## config.mk

```make
export PLATFORM = sky130hd
export DESIGN_NAME = fifo_reader
export DESIGN_NICKNAME = d
export VERILOG_FILES = /design/src/rtl/fifo_reader.sv
export SDC_FILE = /design/constraint.sdc
export NUM_CORES = 1
export LEC_CHECK = 0
export ABC_AREA = 1
export CORE_ASPECT_RATIO = 1.25
export CORE_UTILIZATION = 49
export DETAILED_ROUTE_END_ITERATION = 7
export PLACE_DENSITY = 0.77
export SYNTH_ARGS = -nofsm -noshare
export SYNTH_HDL_FRONTEND = slang
export SYNTH_SLANG_ARGS = --single-unit
```

## constraint.sdc

```tcl
create_clock -name clk -period 1.95 [get_ports clk]
set_input_delay 0.4875 -clock clk [delete_from_list [all_inputs] [get_ports clk]]
set_output_delay 0.4875 -clock clk [all_outputs]
set_load 0.1 [all_outputs]
```

## src/rtl/fifo_reader.sv

```systemverilog
// Prefetching reader that drains an upstream FIFO into a 2-entry output buffer with valid/ready handshake.
// Optional delivered-word counter on rd_count is built only when READER_COUNT_EN is defined.
//
// state | meaning
// EMPTY | no buffered word, out_valid low
// ONE   | head word in out_data
// TWO   | head word in out_data, next word in buf1
module fifo_reader #(
    parameter int DATA_W = 8
) (
    input  logic              clk,
    input  logic              reset_n,
    input  logic              enable,
    input  logic              fifo_empty,
    output logic              fifo_rd_en,
    input  logic [DATA_W-1:0] fifo_rdata,
    output logic              out_valid,
    input  logic              out_ready,
`ifdef READER_COUNT_EN
    output logic [15:0]       rd_count,
`endif
    output logic [DATA_W-1:0] out_data
);

    typedef enum logic [1:0] {
        EMPTY = 2'd0,
        ONE   = 2'd1,
        TWO   = 2'd2
    } state_t;

    state_t            state;
    logic              in_flight;
    logic              run;
    logic [DATA_W-1:0] buf1;
    logic [1:0]        occ;
    logic              pop;
    logic              cap;
    logic [2:0]        used;
    logic [2:0]        limit;

    assign occ   = state;
    assign pop   = out_valid & out_ready;
    assign cap   = in_flight;
    assign used  = {1'b0, occ} + {2'b00, in_flight};
    // A pop this cycle frees a slot in time for the word this read returns.
    assign limit = 3'd2 + {2'b00, pop};

    // run stays low through the cycle in which reset_n is released.
    assign fifo_rd_en = run & enable & ~fifo_empty & (used < limit);

    always_ff @(posedge clk or negedge reset_n) begin
        if (!reset_n) begin
            run       <= 1'b0;
            in_flight <= 1'b0;
        end else begin
            run       <= 1'b1;
            in_flight <= fifo_rd_en;
        end
    end

    always_ff @(posedge clk or negedge reset_n) begin
        if (!reset_n) begin
            state     <= EMPTY;
            out_valid <= 1'b0;
            out_data  <= '0;
            buf1      <= '0;
        end else begin
            case (state)
                EMPTY: begin
                    if (cap) begin
                        out_data  <= fifo_rdata;
                        out_valid <= 1'b1;
                        state     <= ONE;
                    end
                end
                ONE: begin
                    if (cap && pop) begin
                        out_data <= fifo_rdata;
                    end else if (cap) begin
                        buf1  <= fifo_rdata;
                        state <= TWO;
                    end else if (pop) begin
                        out_valid <= 1'b0;
                        state     <= EMPTY;
                    end
                end
                TWO: begin
                    if (pop) begin
                        out_data <= buf1;
                        if (cap) begin
                            buf1 <= fifo_rdata;
                        end else begin
                            state <= ONE;
                        end
                    end
                end
                default: begin
                    out_valid <= 1'b0;
                    state     <= EMPTY;
                end
            endcase
        end
    end

`ifdef READER_COUNT_EN
    always_ff @(posedge clk or negedge reset_n) begin
        if (!reset_n) begin
            rd_count <= 16'd0;
        end else if (pop) begin
            rd_count <= rd_count + 16'd1;
        end
    end
`endif

endmodule

```

==> results of run 1 <==
==> power groups by stage <==
| stage | registers, mW | clock network, mW | logic (mW) |
|---|---|---|---|
| 6_report | 0.784 | 0.212 | 1.91 |
| 5_1_grt | 0.808 | 0.233 | 2.05 |
| 4_1_cts | 0.786 | 0.211 | 1.91 |
| 3_5_place_dp | 0.802 | 0 | 1.87 |
| 3_3_place_gp | 0.792 | 0 | 1.82 |
| 2_1_floorplan | 1.36 | 0 | 0.694 |
==> layout make-up <==
type	instances	area, um^2	share of cell area, %
Clock buffer	3	22.5	1.49
Sequential cell	21	531	35.1
Multi-Input combinational cell	93	513	33.9
Clock inverter	1	5.00	0.331
Inverter	14	52.6	3.47
Timing Repair Buffer	28	364	24.1
Tap cell	20	25.0	1.65
==> timing repair <==
item,4_1_cts,5_1_grt
resized for setup,3,0
hold buffers,0,0
buffers inserted,1,0
endpoints found under the setup margin,1,1
endpoints found under the hold margin,0,0
==> cells by family (layout without fill, tap and decap cells) <==
| kind of cell | count (synthesis) | count (layout) | share of synthesized area, % |
|---|---|---|---|
| AOI/OAI and AO/OA | 19 | 19 | 11.8 |
| adders and majority gates | 2 | 2 | 2.32 |
| buffers and inverters | 17 | 46 | 7.42 |
| DFF | 21 | 21 | 48.7 |
| other | 1 | 1 | 0.348 |
| and+or+nand+nor | 71 | 71 | 29.4 |
==> layer usage <==
metal,vias to the layer above,global-route usage [%],share of wire (%)
li1,471,-,-
met1,417,25.9,42
met2,31,40.8,52
met3,7,3.96,3.9
met4,0,7.07,1.6
met5,-,0,0
==> final timing paths <==
check | from | end | slack, ps | cells after the start
setup / recovery | occ[0] | fifo_rd_en | -120 | 5
hold / removal | reset_n | out_data[4] | 510 | 2
setup reg to reg | occ[0] | buf1[1] | 450 | 8
hold reg to reg | buf1[5] | buf1[5] | 530 | 2
max in group asynchronous | reset_n | out_valid | 1210 | 2
min in group clk | buf1[5] | buf1[5] | 530 | 2
==> flip-flops by register name, summed over array words and instances, names as in the netlist <==
register	cells
out_data	8
run	1
buf1	8
cap	1
out_valid	1
occ	2
==> worst register-to-register path, stage by stage, from the launching register on <==
cell and delay, ps:
dfrtp_2 450, buf_4 160, inv_2 80, nand2_4 120
nor2_2 170, nand2_2 90, nand2_4 190, nand2_1 110
o21ai_2 70
==> per-stage QoR <==
stage               utilization (%)  cells  hold slack [ps]  TNS (ps)
detailed placement             72.4    175              510      -142
floorplan                         -    131              192         0
global placement               72.4    175              500      -118
CTS                            74.6    180              520      -124
finish                         74.6    180              505      -119
global route                   74.6    180              526      -176
==> placed cells by master (no fill, tap or decap) <==
| cell | netlist | routed |
|---|---|---|
| nor2_4 | 0 | 1 |
| dfrtp_1 | 21 | 19 |
| nand3_2 | 1 | 1 |
| inv_1 | 12 | 12 |
| o21ai_2 | 8 | 8 |
| inv_2 | 2 | 2 |
| clkinv_2 | 0 | 1 |
| buf_12 | 0 | 10 |
| buf_4 | 0 | 6 |
| o21ai_0 | 9 | 9 |
| ha_4 | 0 | 2 |
| nor2_2 | 1 | 1 |
| clkbuf_4 | 0 | 3 |
| nand2_2 | 1 | 1 |
| dfrtp_4 | 0 | 1 |
| nand2_1 | 45 | 44 |
| o21ai_1 | 1 | 1 |
| nand3_1 | 13 | 13 |
| o21a_1 | 1 | 1 |
| dfrtp_2 | 0 | 1 |
| nand2_4 | 3 | 4 |
| dlygate4sd2_1 | 0 | 1 |
| conb_1 | 1 | 1 |
| clkdlybuf4s50_1 | 0 | 11 |
| nor2_1 | 7 | 6 |
==> flow_metrics.py, run 1 <==
metrics = {
    "global_route": {
        "grt_usage_pct": 22.1,
        "grt_first_pass_wirelength_um": 3710,
        "antenna_found_initial": 0,
        "grt_max_degree": 22,
        "gr-total-overflow": 0,
        "grt_pass1_vias": 858,
    },
    "power_and_ir_drop": {
        "internal-power_mw": 1.38,
        "vdd_drop_max_v": 0.00112,
        "switching_share_pct": 52.4,
        "combPwrFrac_pct": 65.7,
        "p_per_area_nw_per_um2": 1920,
        "p_seq_share_pct": 27.0,
        "power_switching_mw": 1.52,
        "finalPower_mw": 2.90,
        "power_frac_clock_pct": 7.3,
        "p_leak_nw": 0.763,
    },
    "worst_setup_path": {
        "critical_path_required_ps": 1460,
        "crit_arrival_ps": 1580,
        "path_cells": "ha_4, ha_4, o21a_1, nor2_4, buf_12",
        "path_max_fanout": 2,
        "crit_top_cell": "ha_4",
        "max_stage_delay_ps": 450,
        "setup.worst_path.class": "flop to output port",
        "critPathCaptureType": "output port",
        "cp_top_family": "flip-flops",
        "critPathBufInv": 1,
        "critPathLaunchType": "flop",
        "worst_path_max_delay_cell": "dfrtp_2",
    },
    "final_layout": {
        "syn_to_final_growth_pct": 40.3,
        "diodes": 0,
        "final_area_um2": 1510,
        "nFillCells": 159,
        "nNetsFinal": 176,
        "final_layout_size_suffix_gt1_share_pct": 26.3,
    },
    "timing": {
        "period_share_pct": 106,
        "min_period_ps": 2070,
        "worst_slack_ps": -119,
        "max_freq_ghz": 0.483,
        "rsz0062_at_grt": "true",
        "slew_viol_final": 0,
        "skew_ps": 5.47,
        "setup_viol": 1,
        "final_hold_viol_count": 0,
    },
    "floorplanning": {
        "rows": 18,
        "start_util_pct": 53.2,
        "io_pins": 23,
        "dieHeight_um": 54.5,
        "dieArea_um2": 2390,
        "coreArea_um2": 2030,
        "die_w_um": 44.0,
    },
    "placement": {
        "place_area_um2": 1470,
        "portBuffers": 22,
        "routabilityCongestion": 0.776,
        "dp_hpwl_um": 1630,
        "pre_cts_slack_ps": -142,
    },
    "synth": {
        "synth.top_cell.area_share_pct": 48.7,
        "netlist_top_cells_area": "dfrtp_1, nand2_1, o21ai_2",
        "ys.flop_type": "dfrtp_1",
        "syn_nets": 146,
        "yosysWarnings": 0,
        "synth-seq-cells": 21,
        "synth.most_common_cell": "nand2_1",
        "postSynthAreaPerCell_um2": 8.23,
        "netlist_area_um2": 1080,
        "synth-edff-count": 0,
        "synth_cells": 131,
        "ys_seq_area_share_pct": 48.7,
        "synth_async_sr_flop_share_pct": 100,
        "synth.distinct_cells": 18,
        "yosysTopAreaCell": "dfrtp_1",
        "yosys-top-cells-count": "nand2_1, dfrtp_1, nand3_1, inv_1, o21ai_0",
    },
    "clocking": {
        "root_buffer": "clkbuf_4",
        "htree_num_levels": 1,
        "clk_pin_slew_ps": 120,
        "clock_path_buffers": 2,
        "cts_tree": "yes",
        "clk_latency_ps": 310,
        "cts_sinks": 21,
        "numCtsBuffers": 3,
    },
    "route": {
        "wirelength_um": 2190,
        "drcViolationCount": 3,
        "drtIter0Drc": 23,
        "vias": 926,
        "wire_per_inst_um": 12.1,
        "dr.pass1.iters": 6,
        "vias_per_cell": 5.14,
        "ant_nets": 0,
    },
    "job": {
        "max_cap_viol_count": 0,
    },
    "status": {
        "status": "complete, but fails checks",
        "violations": "DRC, setup timing",
    },
    "min_path": {
        "min_path_type": "input port to async pin",
    },
}
Note: power is estimated with default switching activity, not from simulation.
==> inputs of run 2 (changes only) <==
--- a/config.mk
+++ b/config.mk
@@ -6,10 +6,10 @@
 export NUM_CORES = 1
 export LEC_CHECK = 0
 export ABC_AREA = 1
-export CORE_ASPECT_RATIO = 1.25
 export CORE_UTILIZATION = 49
 export DETAILED_ROUTE_END_ITERATION = 7
 export PLACE_DENSITY = 0.77
+export SLEW_MARGIN = 20
 export SYNTH_ARGS = -nofsm -noshare
 export SYNTH_HDL_FRONTEND = slang
 export SYNTH_SLANG_ARGS = --single-unit
==> constraint.sdc (replaced) <==
create_clock -name clk -period 1.95 [get_ports clk]
set_input_delay 0.4875 -clock clk [delete_from_list [all_inputs] [get_ports clk]]
set_output_delay 0.4875 -clock clk [all_outputs]
set_load 0.02 [all_outputs]
==> flow_metrics.py, run 2 (same netlist as run 1, synthesis figures left out) <==
metrics = {
    "status": {
        "status": "complete, but fails checks",
        "violations": "setup timing",
    },
    "final_layout": {
        "final_layout_size_suffix_gt1_share_pct": 20.0,
        "nFillCells": 162,
        "diodes": 0,
        "syn_to_final_growth_pct": 31.1,
        "nNetsFinal": 176,
        "final_cell_mix": "nand2_1, dfrtp_1, clkdlybuf4s50_1, nand3_1, inv_1",
        "fin_cells": 187,
        "final_area_um2": 1410,
        "mostFrequentLayoutCell": "nand2_1",
    },
    "placement": {
        "portBuffers": 22,
        "place_area_um2": 1340,
        "routabilityCongestion": 0.810,
        "pre_cts_slack_ps": -486,
        "dp.cells": 182,
        "dp_hpwl_um": 1450,
    },
    "global_route": {
        "grt_pass1_vias": 812,
        "grt_first_pass_wirelength_um": 3530,
        "gr-total-overflow": 0,
        "antenna_found_initial": 0,
        "grt_max_degree": 22,
        "grt_usage_pct": 19.4,
    },
    "clocking": {
        "root_buffer": "clkbuf_4",
        "htree_num_levels": 1,
        "clk_pin_slew_ps": 110,
        "numCtsBuffers": 3,
        "clk_latency_ps": 300,
        "ctsHoldBuffers": 0,
        "cts_tree": "yes",
        "clock_path_buffers": 2,
        "cts_sinks": 21,
    },
    "route": {
        "drcViolationCount": 0,
        "vias_per_cell": 4.96,
        "dr.pass1.iters": 4,
        "drtIter0Drc": 32,
        "wirelength_um": 2000,
        "wire_per_inst_um": 10.7,
        "vias": 927,
        "ant_nets": 0,
    },
    "timing": {
        "min_period_ps": 1960,
        "period_share_pct": 100,
        "max_freq_ghz": 0.510,
        "skew_ps": 5.96,
        "holdWs_ps": 483,
        "worst_slack_ps": -9.23,
        "slew_viol_final": 0,
        "setup_viol": 1,
        "rsz0062_at_grt": "true",
        "final_hold_viol_count": 0,
    },
    "power_and_ir_drop": {
        "p_per_area_nw_per_um2": 1460,
        "p_leak_nw": 0.708,
        "p_seq_share_pct": 34.7,
        "internal-power_mw": 1.18,
        "finalPower_mw": 2.07,
        "vdd_drop_max_v": 0.000801,
        "switching_share_pct": 43.1,
        "combPwrFrac_pct": 55.3,
        "power_frac_clock_pct": 10.0,
        "power_switching_uw": 889,
    },
    "worst_setup_path": {
        "setup.worst_path.class": "flop to output port",
        "critPathCaptureType": "output port",
        "critical_path_required_ps": 1460,
        "crit_arrival_ps": 1470,
        "path_max_fanout": 2,
        "critPathLaunchType": "flop",
    },
    "job": {
        "max_cap_viol_count": 0,
    },
    "floorplanning": {
        "rows": 16,
        "dieHeight_um": 48.9,
        "die_w_um": 48.9,
        "dieArea_um2": 2390,
        "start_util_pct": 53.3,
        "io_pins": 23,
        "coreArea_um2": 2020,
    },
    "min_path": {
        "min_path_type": "flop to flop",
    },
}
[run 2: critical path, cell delays in order, from the launching register on]
cell and delay, ps:
dfrtp_1 410, ha_2 200, ha_4 250, o21a_1 150, nor2_4 40, buf_6 120
[run 2: what timing repair did]
action / 4_1_cts / 5_1_grt
cloned: 0 / 0
setup endpoints to repair: 1 / 1
gates resized for setup: 10 / 3
setup buffers: 0 / 1
pin swaps: 2 / 2
[run 2: cell type report]
class | instances | area (um^2) | area share (%)
Inverter | 14 | 52.6 | 3.72
Sequential cell | 21 | 526 | 37.2
Tap cell | 27 | 33.8 | 2.39
Multi-Input combinational cell | 93 | 508 | 35.9
Timing Repair Buffer | 28 | 267 | 18.8
Clock inverter | 1 | 5.00 | 0.354
Clock buffer | 3 | 22.5 | 1.59
[run 2: path summary, 6_finish.rpt]
check	from	endpoint	slack, ps	depth (start not counted)
min in group asynchronous	reset_n	out_data[7]	500	2
setup / recovery	occ[0]	fifo_rd_en	-9	5
setup reg to reg	cap	out_data[1]	490	7
hold / removal	out_data[5]	out_data[5]	480	2
max in group asynchronous	reset_n	cap	1230	2
hold reg to reg	out_data[5]	out_data[5]	480	2
[run 2: power groups by stage]
| stage | clock (mW) | combinational, mW | sequential, mW |
|---|---|---|---|
| 3_5_place_dp | 0 | 1.12 | 0.725 |
| 5_1_grt | 0.235 | 1.28 | 0.742 |
| 4_1_cts | 0.220 | 1.13 | 0.720 |
| 6_report | 0.206 | 1.14 | 0.718 |
| 2_1_floorplan | 0 | 0.664 | 0.834 |
| 3_3_place_gp | 0 | 1.09 | 0.718 |
[run 2: metal layers]
metal | vias up | track usage [%] | routed length, um | share of wire (%)
li1 | 468 | - | - | -
met1 | 409 | 25.6 | 889 | 44
met2 | 42 | 29.6 | 944 | 47
met3 | 8 | 3.43 | 114 | 5.7
met4 | 0 | 12.3 | 55 | 2.7
met5 | - | 0 | 0 | 0
[run 2: stage by stage]
| stage | TNS, ps | utilization, % |
|---|---|---|
| after CTS | -36.6 | 68.8 |
| after global routing | -92.3 | 69.9 |
| after global placement | -457 | 66.4 |
| final | -9.23 | 69.9 |
| after detailed placement | -486 | 66.4 |
| after floorplan | 0 | - |
==> inputs of run 3 (changes only) <==
--- a/config.mk
+++ b/config.mk
@@ -6,6 +6,7 @@
 export NUM_CORES = 1
 export LEC_CHECK = 0
 export ABC_AREA = 1
+export CORE_MARGIN = 2
 export CORE_UTILIZATION = 49
 export DETAILED_ROUTE_END_ITERATION = 7
 export PLACE_DENSITY = 0.77
==> flow_metrics.py, run 3 (same netlist as run 1, synthesis figures left out) <==
metrics = {
    "final_layout": {
        "nNetsFinal": 176,
        "mostFrequentLayoutCell": "nand2_1",
        "finish.utilization_pct": 69.9,
        "final_layout_size_suffix_gt1_share_pct": 20.0,
        "final_cell_mix": "nand2_1, dfrtp_1, clkdlybuf4s50_1, nand3_1, inv_1",
        "nFillCells": 173,
        "diodes": 0,
        "final_area_um2": 1410,
        "syn_to_final_growth_pct": 31.1,
    },
    "placement": {
        "portBuffers": 22,
        "routabilityCongestion": 0.890,
        "place_area_um2": 1340,
        "dp_hpwl_um": 1560,
    },
    "clocking": {
        "root_buffer": "clkbuf_4",
        "htree_num_levels": 1,
        "clk_pin_slew_ps": 120,
        "cts_tree": "yes",
        "numCtsBuffers": 3,
        "ctsHoldBuffers": 0,
        "clock_path_buffers": 2,
        "clk_latency_ps": 300,
        "cts_sinks": 21,
    },
    "power_and_ir_drop": {
        "internal-power_mw": 1.18,
        "power_frac_clock_pct": 10.1,
        "p_seq_share_pct": 34.6,
        "combPwrFrac_pct": 55.3,
        "p_leak_nw": 0.707,
        "switching_share_pct": 43.4,
        "p_per_area_nw_per_um2": 1470,
        "power_switching_uw": 904,
        "vdd_drop_max_v": 0.000711,
    },
    "timing": {
        "skew_ps": 1.91,
        "holdWs_ps": 480,
        "max_freq_ghz": 0.504,
        "slew_viol_final": 0,
        "tns_ps": -33.4,
        "rsz0062_at_grt": "true",
        "final_hold_viol_count": 0,
        "period_share_pct": 102,
        "min_period_ps": 1980,
        "worst_slack_ps": -33.4,
        "setup_viol": 1,
    },
    "status": {
        "violations": "setup timing",
        "status": "complete, but fails checks",
    },
    "route": {
        "drtIter0Drc": 13,
        "wire_per_inst_um": 11.2,
        "wirelength_um": 2090,
        "vias": 914,
        "drcViolationCount": 0,
        "vias_per_cell": 4.89,
        "ant_nets": 0,
        "dr.pass1.iters": 4,
    },
    "floorplanning": {
        "coreArea_um2": 2020,
        "rows": 16,
        "io_pins": 23,
        "dieHeight_um": 50.9,
        "start_util_pct": 53.3,
        "die_w_um": 50.9,
        "dieArea_um2": 2590,
    },
    "global_route": {
        "grt_max_degree": 22,
        "grt_pass1_vias": 889,
        "grt_usage_pct": 19.5,
        "grt_first_pass_wirelength_um": 3790,
        "antenna_found_initial": 0,
        "gr-total-overflow": 0,
    },
    "worst_setup_path": {
        "crit_arrival_ps": 1500,
        "critPathLaunchType": "flop",
        "critPathCaptureType": "output port",
        "setup.worst_path.class": "flop to output port",
        "critical_path_required_ps": 1460,
        "path_max_fanout": 2,
        "r2r_slack_ps": 530,
    },
    "job": {
        "max_cap_viol_count": 0,
    },
    "min_path": {
        "min_path_type": "flop to flop",
    },
}
==> run 3: cell counts in the layout (fill, tap and decap cells not counted) <==
No cell type changed its count.
==> run 3: per-layer routing <==
layer	vias to the layer above	global-route usage (%)	share of wire [%]
met1	419	25.7	44
li1	470	-	-
met4	0	7.66	1.2
met2	21	31.4	50
met5	-	0	0
met3	4	3.80	4.4
==> run 3: power by group through the flow <==
stage | Clock (mW) | Sequential, mW | Combinational (mW)
floorplan | 0 | 0.834 | 0.664
detailed placement | 0 | 0.728 | 1.13
finish | 0.210 | 0.721 | 1.15
global placement | 0 | 0.718 | 1.09
global route | 0.237 | 0.744 | 1.30
CTS | 0.217 | 0.723 | 1.14
==> run 3: area by class of cell <==
cell class              instances  area, um^2  area share [%]
clock inverters                 1        5.00           0.354
repair buffers                 28         267            18.8
multi-input cells              93         508            35.9
flip-flops and latches         21         526            37.2
inverters                      14        52.6            3.72
well taps                      27        33.8            2.39
clock buffers                   3        22.5            1.59
==> run 3: metrics by stage <==
step	setup slack [ps]	power, mW	instances
after floorplan	169	1.50	131
after global placement	-457	1.81	182
after detailed placement	-493	1.86	182
after CTS	-28.7	2.08	187
after global routing	-108	2.28	187
final	-33.4	2.09	187
==> run 3: timing repair <==
item	in CTS	in global routing
setup endpoints to repair	1	1
buffers inserted	1	0
pin swaps	2	3
gates resized for setup	9	4
==> run 3: critical path, stage by stage, from the launching register on <==
cell,delay (ps)
dfrtp_1,410
ha_2,200
ha_4,260
o21a_1,160
nor2_4,40
buf_6,120
==> run 3: final timing paths <==
kind | from | end | cells after the start
min in group asynchronous | reset_n | cap | 2
worst min-delay path | out_data[6] | out_data[6] | 2
worst max register to register | occ[0] | buf1[0] | 8
worst min register to register | out_data[6] | out_data[6] | 2
worst max-delay path | occ[0] | fifo_rd_en | 5
max in group asynchronous | reset_n | occ[1] | 2
